## config.mk

```make
export PLATFORM = sky130hd
export DESIGN_NAME = heart_beat_monitor
export DESIGN_NICKNAME = d
export VERILOG_FILES = /design/src/rtl/heart_beat_monitor.sv
export SDC_FILE = /design/constraint.sdc
export NUM_CORES = 1
export LEC_CHECK = 0
export BUFFER_PORTS_ARGS = -buffer_cell sky130_fd_sc_hd__buf_2
export CAP_MARGIN = 5
export CORE_ASPECT_RATIO = 0.9
export CORE_MARGIN = 5
export CORE_UTILIZATION = 55
export DETAILED_ROUTE_END_ITERATION = 8
export PLACE_DENSITY = 0.77
export RECOVER_POWER = 25
export SKIP_LAST_GASP = 1
export SYNTH_ARGS = -nofsm -noshare
export SYNTH_HDL_FRONTEND = slang
export SYNTH_SLANG_ARGS = --single-unit
```

## constraint.sdc

```tcl
create_clock -name i_clk -period 4 [get_ports i_clk]
set_clock_uncertainty 0.2 [all_clocks]
set_input_delay 0.8 -clock i_clk [delete_from_list [all_inputs] [get_ports i_clk]]
set_output_delay 0.8 -clock i_clk [all_outputs]
set_load 0.005 [all_outputs]
```

## src/rtl/heart_beat_monitor.sv

```systemverilog
// Heartbeat receive-side checker.
// Synchronises an asynchronous square wave and measures each half-period in
// i_clk cycles. Reports every measured interval and keeps sticky too-fast and
// too-slow flags. Declares lock after LOCK_EDGES consecutive in-window
// intervals, and declares loss when no edge arrives for TIMEOUT cycles.
module heart_beat_monitor #(
    parameter int CLK_VALUE   = 100000000,
    parameter int SPEED_GRADE = 2,
    parameter int TOL_SHIFT   = 3,
    parameter int LOCK_EDGES  = 4,
    localparam int HALF       = 2 ** $clog2(CLK_VALUE / SPEED_GRADE),
    localparam int TIMEOUT    = 2 * HALF,
    localparam int PW         = $clog2(TIMEOUT + 1)
) (
    input  logic          i_clk,
    input  logic          i_srst_n,
    input  logic          i_heart_beat,
    input  logic          i_clr_err,
    output logic          o_alive,
    output logic          o_lost,
    output logic          o_err_fast,
    output logic          o_err_slow,
    output logic [PW-1:0] o_period,
    output logic          o_period_valid,
    output logic [15:0]   o_edge_cnt
);

    localparam int TOL = HALF >> TOL_SHIFT;
    localparam int GW  = $clog2(LOCK_EDGES + 1);

    // Window limits and counter limits, all unsigned at PW bits.
    localparam logic [PW-1:0] WIN_LO   = PW'(HALF - TOL);
    localparam logic [PW-1:0] WIN_HI   = PW'(HALF + TOL);
    localparam logic [PW-1:0] CNT_MAX  = PW'(TIMEOUT);
    localparam logic [PW-1:0] CNT_LAST = PW'(TIMEOUT - 1);
    localparam logic [PW-1:0] CNT_ONE  = PW'(1);
    localparam logic [GW-1:0] GOOD_ONE  = GW'(1);
    localparam logic [GW-1:0] GOOD_LOCK = GW'(LOCK_EDGES);

    typedef enum logic [1:0] {
        S_WAIT_FIRST,
        S_CHECK,
        S_LOCKED
    } state_t;

    // sync_reg[0], sync_reg[1]: synchroniser; sync_reg[2]: delay for edge detect.
    logic [2:0]    sync_reg;
    logic          hb_edge;

    state_t        state_reg,        state_next;
    logic [PW-1:0] cnt_reg,          cnt_next;
    logic [GW-1:0] good_cnt_reg,     good_cnt_next;
    logic          alive_reg,        alive_next;
    logic          lost_reg,         lost_next;
    logic          err_fast_reg,     err_fast_next;
    logic          err_slow_reg,     err_slow_next;
    logic [PW-1:0] period_reg,       period_next;
    logic          period_valid_reg, period_valid_next;
    logic [15:0]   edge_cnt_reg,     edge_cnt_next;

    logic [PW-1:0] interval;
    logic [GW-1:0] good_sum;
    logic          is_fast;
    logic          is_slow;
    logic          timeout_hit;
    logic          set_fast;
    logic          set_slow;

    // Synchroniser and delay flop for the asynchronous heartbeat input.
    always_ff @(posedge i_clk) begin
        if (!i_srst_n) begin
            sync_reg <= 3'b000;
        end else begin
            sync_reg <= {sync_reg[1:0], i_heart_beat};
        end
    end

    // Any transition (rising or falling) of the synchronised input is an edge.
    assign hb_edge     = sync_reg[1] ^ sync_reg[2];
    assign interval    = cnt_reg + CNT_ONE;
    assign good_sum    = good_cnt_reg + GOOD_ONE;
    assign is_fast     = (interval < WIN_LO);
    assign is_slow     = (interval > WIN_HI);
    // An edge in the cycle the counter would hit TIMEOUT takes priority.
    assign timeout_hit = !hb_edge && (cnt_reg == CNT_LAST);

    // Next-state, measurement and flag logic.
    always_comb begin
        state_next        = state_reg;
        cnt_next          = cnt_reg;
        good_cnt_next     = good_cnt_reg;
        alive_next        = alive_reg;
        lost_next         = lost_reg;
        period_next       = period_reg;
        period_valid_next = 1'b0;
        edge_cnt_next     = edge_cnt_reg;
        set_fast          = 1'b0;
        set_slow          = 1'b0;

        if (hb_edge) begin
            cnt_next      = '0;
            edge_cnt_next = edge_cnt_reg + 16'd1;
        end else if (cnt_reg != CNT_MAX) begin
            cnt_next = cnt_reg + CNT_ONE;
        end

        if (hb_edge) begin
            case (state_reg)
                S_WAIT_FIRST: begin
                    // First edge only starts the measurement; nothing to report.
                    state_next    = S_CHECK;
                    good_cnt_next = '0;
                    lost_next     = 1'b0;
                end
                S_CHECK, S_LOCKED: begin
                    period_next       = interval;
                    period_valid_next = 1'b1;
                    if (is_fast || is_slow) begin
                        set_fast      = is_fast;
                        set_slow      = is_slow;
                        good_cnt_next = '0;
                        alive_next    = 1'b0;
                        state_next    = S_CHECK;
                    end else if (state_reg == S_CHECK) begin
                        good_cnt_next = good_sum;
                        if (good_sum == GOOD_LOCK) begin
                            state_next = S_LOCKED;
                            alive_next = 1'b1;
                        end
                    end
                end
                default: begin
                    state_next = S_WAIT_FIRST;
                end
            endcase
        end else if (timeout_hit) begin
            lost_next     = 1'b1;
            alive_next    = 1'b0;
            good_cnt_next = '0;
            state_next    = S_WAIT_FIRST;
        end

        // A new error outranks a simultaneous clear request.
        if (set_fast) begin
            err_fast_next = 1'b1;
        end else if (i_clr_err) begin
            err_fast_next = 1'b0;
        end else begin
            err_fast_next = err_fast_reg;
        end

        if (set_slow) begin
            err_slow_next = 1'b1;
        end else if (i_clr_err) begin
            err_slow_next = 1'b0;
        end else begin
            err_slow_next = err_slow_reg;
        end
    end

    // State and output registers; reset discards all history.
    always_ff @(posedge i_clk) begin
        if (!i_srst_n) begin
            state_reg        <= S_WAIT_FIRST;
            cnt_reg          <= '0;
            good_cnt_reg     <= '0;
            alive_reg        <= 1'b0;
            lost_reg         <= 1'b0;
            err_fast_reg     <= 1'b0;
            err_slow_reg     <= 1'b0;
            period_reg       <= '0;
            period_valid_reg <= 1'b0;
            edge_cnt_reg     <= '0;
        end else begin
            state_reg        <= state_next;
            cnt_reg          <= cnt_next;
            good_cnt_reg     <= good_cnt_next;
            alive_reg        <= alive_next;
            lost_reg         <= lost_next;
            err_fast_reg     <= err_fast_next;
            err_slow_reg     <= err_slow_next;
            period_reg       <= period_next;
            period_valid_reg <= period_valid_next;
            edge_cnt_reg     <= edge_cnt_next;
        end
    end

    assign o_alive        = alive_reg;
    assign o_lost         = lost_reg;
    assign o_err_fast     = err_fast_reg;
    assign o_err_slow     = err_slow_reg;
    assign o_period       = period_reg;
    assign o_period_valid = period_valid_reg;
    assign o_edge_cnt     = edge_cnt_reg;

endmodule

```

==> results of run 1 <==
-- power by group through the flow --
stage               registers [uW]  logic [uW]  clock network [uW]
floorplan                      888        56.9                   0
detailed placement             890        82.1                   0
CTS                            870        83.0                 626
global placement               889        80.4                   0
finish                         870        81.8                 616
global route                   872        91.3                 660
-- placed cells by master, fill, tap and decap left out, types with 9 or more instances in the layout --
master and n:
nor2_1 87, dfxtp_1 85, buf_2 38, nand2_1 36
a211oi_1 29, xor2_1 24, xnor2_1 24, nand3_1 20
nand4_1 14, clkbuf_1 14, and3_1 12, a21oi_1 11
nor3_1 11, inv_1 10, clkbuf_8 9
-- per-stage QoR --
stage / utilization / instances / cell area (um2) / worst slack (ps)
6_report: 0.629 / 603 / 4430 / 494
5_1_grt: 0.629 / 603 / 4430 / 143
4_1_cts: 0.632 / 603 / 4450 / 525
3_5_place_dp: 0.604 / 587 / 4250 / 541
3_3_place_gp: 0.604 / 587 / 4250 / 697
2_1_floorplan: - / 467 / 3990 / 1070
-- kinds of logic after synthesis --
group           synth area share
simple gates               0.265
buf+inv                   0.0455
flops                      0.427
compound gates             0.123
fa+ha+maj                 0.0251
mux                      0.00534
xor+xnor                   0.110
-- worst max-delay path, stage by stage (launching register included) --
cell and delay, ps:
dfxtp_1 480, ha_1 300, and3_1 500, nand4_4 160
or4_4 470, xor2_2 200, a211oi_2 230, nand4_1 180
a31oi_4 310, a31oi_1 130, o32ai_1 240
-- worst max-delay path by stage --
stage / from / end / slack [ps] / depth (start not counted)
detailed placement: cnt_reg[1]$_SDFFE_PP0P_ / state_reg[0]$_SDFFE_PN0P_ / 540 / 10
global placement: cnt_reg[1]$_SDFFE_PP0P_ / state_reg[0]$_SDFFE_PN0P_ / 700 / 10
CTS: cnt_reg[1]$_SDFFE_PP0P_ / state_reg[0]$_SDFFE_PN0P_ / 530 / 10
floorplan: cnt_reg[1]$_SDFFE_PP0P_ / state_reg[0]$_SDFFE_PN0P_ / 1070 / 11
global route: cnt_reg[1]$_SDFFE_PP0P_ / state_reg[0]$_SDFFE_PN0P_ / 140 / 10
finish: cnt_reg[1]$_SDFFE_PP0P_ / state_reg[0]$_SDFFE_PN0P_ / 490 / 10
-- metal layers --
layer,GRT usage,share of wire,vias to the layer above
met4,0.0546,0.0099,0
met3,0.0610,0.050,10
met1,0.262,0.48,1589
met2,0.306,0.46,79
li1,-,-,1711
met5,0,0,-
-- cell type report --
type                       count  area share
inverter                      11     0.00932
timing repair buffer          55      0.0599
tap                           93      0.0263
sequential                    85       0.384
multi-input combinational    343       0.476
clock inverter                 7      0.0167
clock buffer                   9      0.0280
==> results by group, run 1 <==
Critical path
  – R2R Path Start: cnt_reg[1]$_SDFFE_PP0P_
  – Worst Reg2Reg Path Length in Cells: 10
  – Crit Path Class: register to register
  – Worst reg2reg setup slack: 490 ps
  – CP arrival: 3580 ps
  – Critical Path RT: 4070 ps
  – Setup crit end kind: register
  – Worst R2R End: state_reg[0]$_SDFFE_PN0P_
  – Worst-path fanout max: 10
  – Worst setup SP type: register

Yosys
  – Ys async rst share: 0
  – Synth warnings: 0
  – Syn Nets: 479
  – #FFs+latches synth: 85
  – Synth area leader: dfxtp_1
  – Top FF cell, synth: dfxtp_1
  – Post-synth top cells: nor2_1 (87), dfxtp_1 (85), nand2_1 (36), a211oi_1 (29)
  – Post-synth cell types: 51
  – Post-synth EDFFs: 0
  – Top post-synthesis cells by area: dfxtp_1 (43%), nor2_1 (8.2%), a211oi_1 (5.5%)
  – Post-synth top area share: 0.427
  – Syn avg cell area: 8.53 um2
  – Post-Synthesis Cells: 467
  – Mapped Area: 3990 um2
  – Count leader, synth: nor2_1
  – Seq/Total Area, Yosys: 0.427

Global route
  – Largest net degree at the start of global routing: 39
  – Grt total ovfl: 0
  – Total track usage: 0.197
  – Initial antenna violation count: 0
  – Vias in the first global route: 3090
  – First-pass GRT wire length: 14600 um

CTS
  – Clock-pin transition on the worst setup and hold timing paths: 90 ps
  – Htree depth: 3
  – Clk sinks: 85
  – Postcts setup bufs: 0
  – CTS tree: yes
  – Cts bufs inserted: 9
  – CTS Buffer Depth: 2
  – CTS Hold Bufs: 0
  – CTS-repair resized insts: 0
  – Root buf cell: clkbuf_8
  – Worst skew pair latency: 370 ps

Floorplanning
  – Die Ht: 90.8 um
  – Die width: 99.7 um
  – Core area: 7040 um2
  – Row count: 29
  – Starting Density: 0.566
  – # IOs: 53
  – Die area: 9050 um2

Power
  – Sw Pwr: 387 uW
  – Sw Share: 0.247
  – Clock power frac: 0.393
  – Maximum vdd ir drop: 0.257 mV
  – Seq pwr share: 0.555
  – Leakage power: 0.00167 uW
  – Power, Total: 1570 uW
  – Internal Power: 1180 uW
  – Logic pwr share: 0.052
  – Pwr dens: 354 nW/um2

Worst hold path
  – WHS Endpoint: sync_reg[1]$_SDFF_PN0_
  – HP Start: sync_reg[0]$_SDFF_PN0_
  – Hold Path Class: register to register
  – Hold depth: 1

Run
  – Max-cap violation count: 0

Cells and area
  – FF/Latch Area: 1700 um2
  – Area grow syn2layout: 11.1%
  – Final net count: 517
  – Area of the multi-input gates: 2110 um2
  – Share of layout cells above drive strength 1: 0.129
  – ANT cells: 0
  – Fillers: 633

Detailed routing
  – Routed wire per std cell: 14.6 um
  – Post-Route WL: 8810 um
  – Residual DRC: 0
  – DR iter-0 viols: 127
  – ANT nets after route: 0
  – Pre-Repair DR Iteration Count: 4
  – Drt via density: 5.62
  – Via Count: 3389

Timing
  – Final worst-path cycle share: 0.876
  – Worst hold slack: 225 ps
  – Fmax: 285 MHz
  – Min Tclk post-route: 3510 ps
  – Setup TNS Final: 0 ps
  – Least-Margin Pin Slew: 809 ps
  – Max_slew headroom: 0.459
  – Final setup vio count: 0
  – RSZ-0062 raised after global routing: false
  – Final Max Slew Viols: 0
  – Hold Fails Final Rpt: 0

Place
  – Port bufs: 52
  – Final Wtd Congestion: 0.903
  – HPWL after detailed placement: 6280 um

Outcome
  – Outcome: finished, final reports clean
Power figures use the tool's default switching activity.
==> run 2: changes to the inputs <==
GPL_TIMING_DRIVEN = 0   (was default)
==> run 2 against run 1 <==
  * Fmax is 5.4% higher
  * First-iteration DRC count grew 19%
  * Total power decreased by 5.3%
  * Clock-buffer cell count is 1 higher
  * Non-clock buffer count increased by 24
  * Core utilization is 1.0 points higher
  * Register-to-register slack gained 180 ps
  * Global-route usage grew 0.74 points
  * Clock power shrank 14%
  * Sequential power hardly changed
  * Combinational power is 2.8% higher
  * Design area grew 1.6%
  * Largest power group unchanged
==> results by group, run 2 (synthesis results as in run 1) <==
Outcome
  – Outcome: finished, final reports clean

Cells and area
  – Area of the multi-input gates: 2100 um2 (-0.24%)
  – Commonest non-fill, non-tap cell in the layout: nor2_1
  – Post-layout util: 0.640 (+0.0103)
  – Fillers: 630 (-0.47%)
  – Final instance area: 4500 um2 (+1.6%)
  – Share of layout cells above drive strength 1: 0.131 (+0.00192)
  – Area grow syn2layout: 13.0%
  – Final net count: 541 (+4.6%)
  – ANT cells: 0 (unchanged)
  – Most frequent cells in the layout: nor2_1 (87), dfxtp_1 (85), buf_2 (39)
  – FF/Latch Area: 1700 um2 (unchanged)

Floorplanning
  – Die Ht: 90.8 um (unchanged)
  – Die width: 99.7 um (unchanged)
  – # IOs: 53 (unchanged)
  – Row count: 29 (unchanged)
  – Starting Density: 0.566 (unchanged)
  – Die area: 9050 um2 (unchanged)
  – Core area: 7040 um2 (unchanged)

CTS
  – Worst skew pair latency: 360 ps (about the same)
  – Clk sinks: 85 (unchanged)
  – CTS tree: yes
  – Cts bufs inserted: 9 (unchanged)
  – CTS Hold Bufs: 0 (unchanged)
  – Htree depth: 3 (unchanged)
  – Postcts setup bufs: 0 (unchanged)
  – CTS-repair resized insts: 0 (unchanged)
  – Clock-pin transition on the worst setup and hold timing paths: 90 ps (about the same)
  – CTS Buffer Depth: 2 (unchanged)
  – Root buf cell: clkbuf_8

Global route
  – Total track usage: 0.204 (+0.00744)
  – GRT met1 Usage: 0.275 (+0.0132)
  – Vias in the first global route: 3218 (+4.1%)
  – Initial antenna violation count: 0 (unchanged)
  – First-pass GRT wire length: 15200 um (+4.4%)
  – Global route hottest layer: met2
  – Grt total ovfl: 0 (unchanged)
  – M3 GR Usage: 0.0517 (-0.00927)
  – Met2 Use GR: 0.318 (+0.0117)
  – Largest net degree at the start of global routing: 14 (-64%)

Timing
  – Least-Margin Pin Slew: 680 ps (-129 ps)
  – Min Tclk post-route: 3330 ps (-179 ps)
  – Fmax: 301 MHz (+5.4%)
  – Setup TNS Final: 0 ps (unchanged)
  – Worst hold slack: 240 ps (+15.0 ps)
  – Max_slew headroom: 0.543 (+0.0837)
  – RSZ-0062 raised after global routing: false
  – Final Max Slew Viols: 0 (unchanged)
  – Final worst-path cycle share: 0.832 (-0.0448)
  – Final setup vio count: 0 (unchanged)
  – Hold Fails Final Rpt: 0 (unchanged)

Run
  – Max-cap violation count: 0 (unchanged)

Detailed routing
  – Via Count: 3431 (+1.2%)
  – DR iter-0 viols: 151 (+19%)
  – Routed wire per std cell: 14.3 um (-2.2%)
  – Pre-Repair DR Iteration Count: 4 (unchanged)
  – Post-Route WL: 8950 um (+1.5%)
  – Drt via density: 5.48 (-2.5%)
  – ANT nets after route: 0 (unchanged)
  – Residual DRC: 0 (unchanged)

Critical path
  – Critical Path RT: 4080 ps (about the same)
  – CP arrival: 3400 ps (-180 ps)
  – Worst-path fanout max: 10 (unchanged)
  – Worst Reg2Reg Path Length in Cells: 11 (+1)
  – Worst reg2reg setup slack: 670 ps (+180 ps)
  – Crit Path Class: register to register
  – Worst setup SP type: register
  – Setup crit end kind: register

Power
  – Leakage power: 0.00170 uW (+2.2%)
  – Power, Total: 1480 uW (-5.3%)
  – Pwr dens: 330 nW/um2 (-6.8%)
  – Maximum vdd ir drop: 0.315 mV (+23%)

Place
  – Port bufs: 51 (-1.9%)
  – Final Wtd Congestion: 0.853 (-5.5%)
  – HPWL after detailed placement: 6640 um (+5.7%)
  – Area of placed instances: 4360 um2 (+2.5%)

Worst hold path
  – Hold Path Class: register to register
  – Hold depth: 1 (unchanged)
[run 2: final timing paths]
path,from,endpoint
setup / recovery,cnt_reg[1]$_SDFFE_PP0P_,state_reg[0]$_SDFFE_PN0P_
hold / removal,sync_reg[0]$_SDFF_PN0_,sync_reg[1]$_SDFF_PN0_
hold reg to reg,sync_reg[0]$_SDFF_PN0_,sync_reg[1]$_SDFF_PN0_
setup reg to reg,cnt_reg[1]$_SDFFE_PP0P_,state_reg[0]$_SDFFE_PN0P_
[run 2: per-stage QoR]
step | setup slack [ps] | cells
2_1_floorplan | 1070 | 467
3_3_place_gp | 766 | 611
3_5_place_dp | 715 | 611
4_1_cts | 678 | 626
5_1_grt | 355 | 626
6_report | 674 | 626
[run 2: routing by layer]
metal	share of wire	routed length (um)	up-vias
met1	0.48	4330	1585
met3	0.055	491	11
met4	0.012	104	0
li1	-	-	1749
met2	0.45	4020	86
met5	0	0	-
[run 2: final cells by class]
cell class              count  area share
multi-input cells         343       0.467
plain buffers              28      0.0311
well taps                  93      0.0258
clock inverters             5     0.00611
inverters                  11     0.00917
repair buffers             51      0.0523
flip-flops and latches     85       0.378
clock buffers              10      0.0306
[run 2: power breakdown]
group	leakage [uW]	switching, uW	total, uW	internal [uW]
combinational	0.000929	53.6	84.1	30.5
clock	0.0000877	296	531	235
sequential	0.000686	11.0	870	859
total	0.00170	361	1480	1120
[run 2: worst max-delay path, cell delays in order (launching register included)]
cell and delay, ps:
dfxtp_1 490, ha_1 320, and3_1 180, buf_4 190, nand4_4 120, nor3_1 380, xnor2_1 210, nor3b_1 340
nand2_1 150, a31oi_4 330, a31oi_1 130, o32ai_1 210
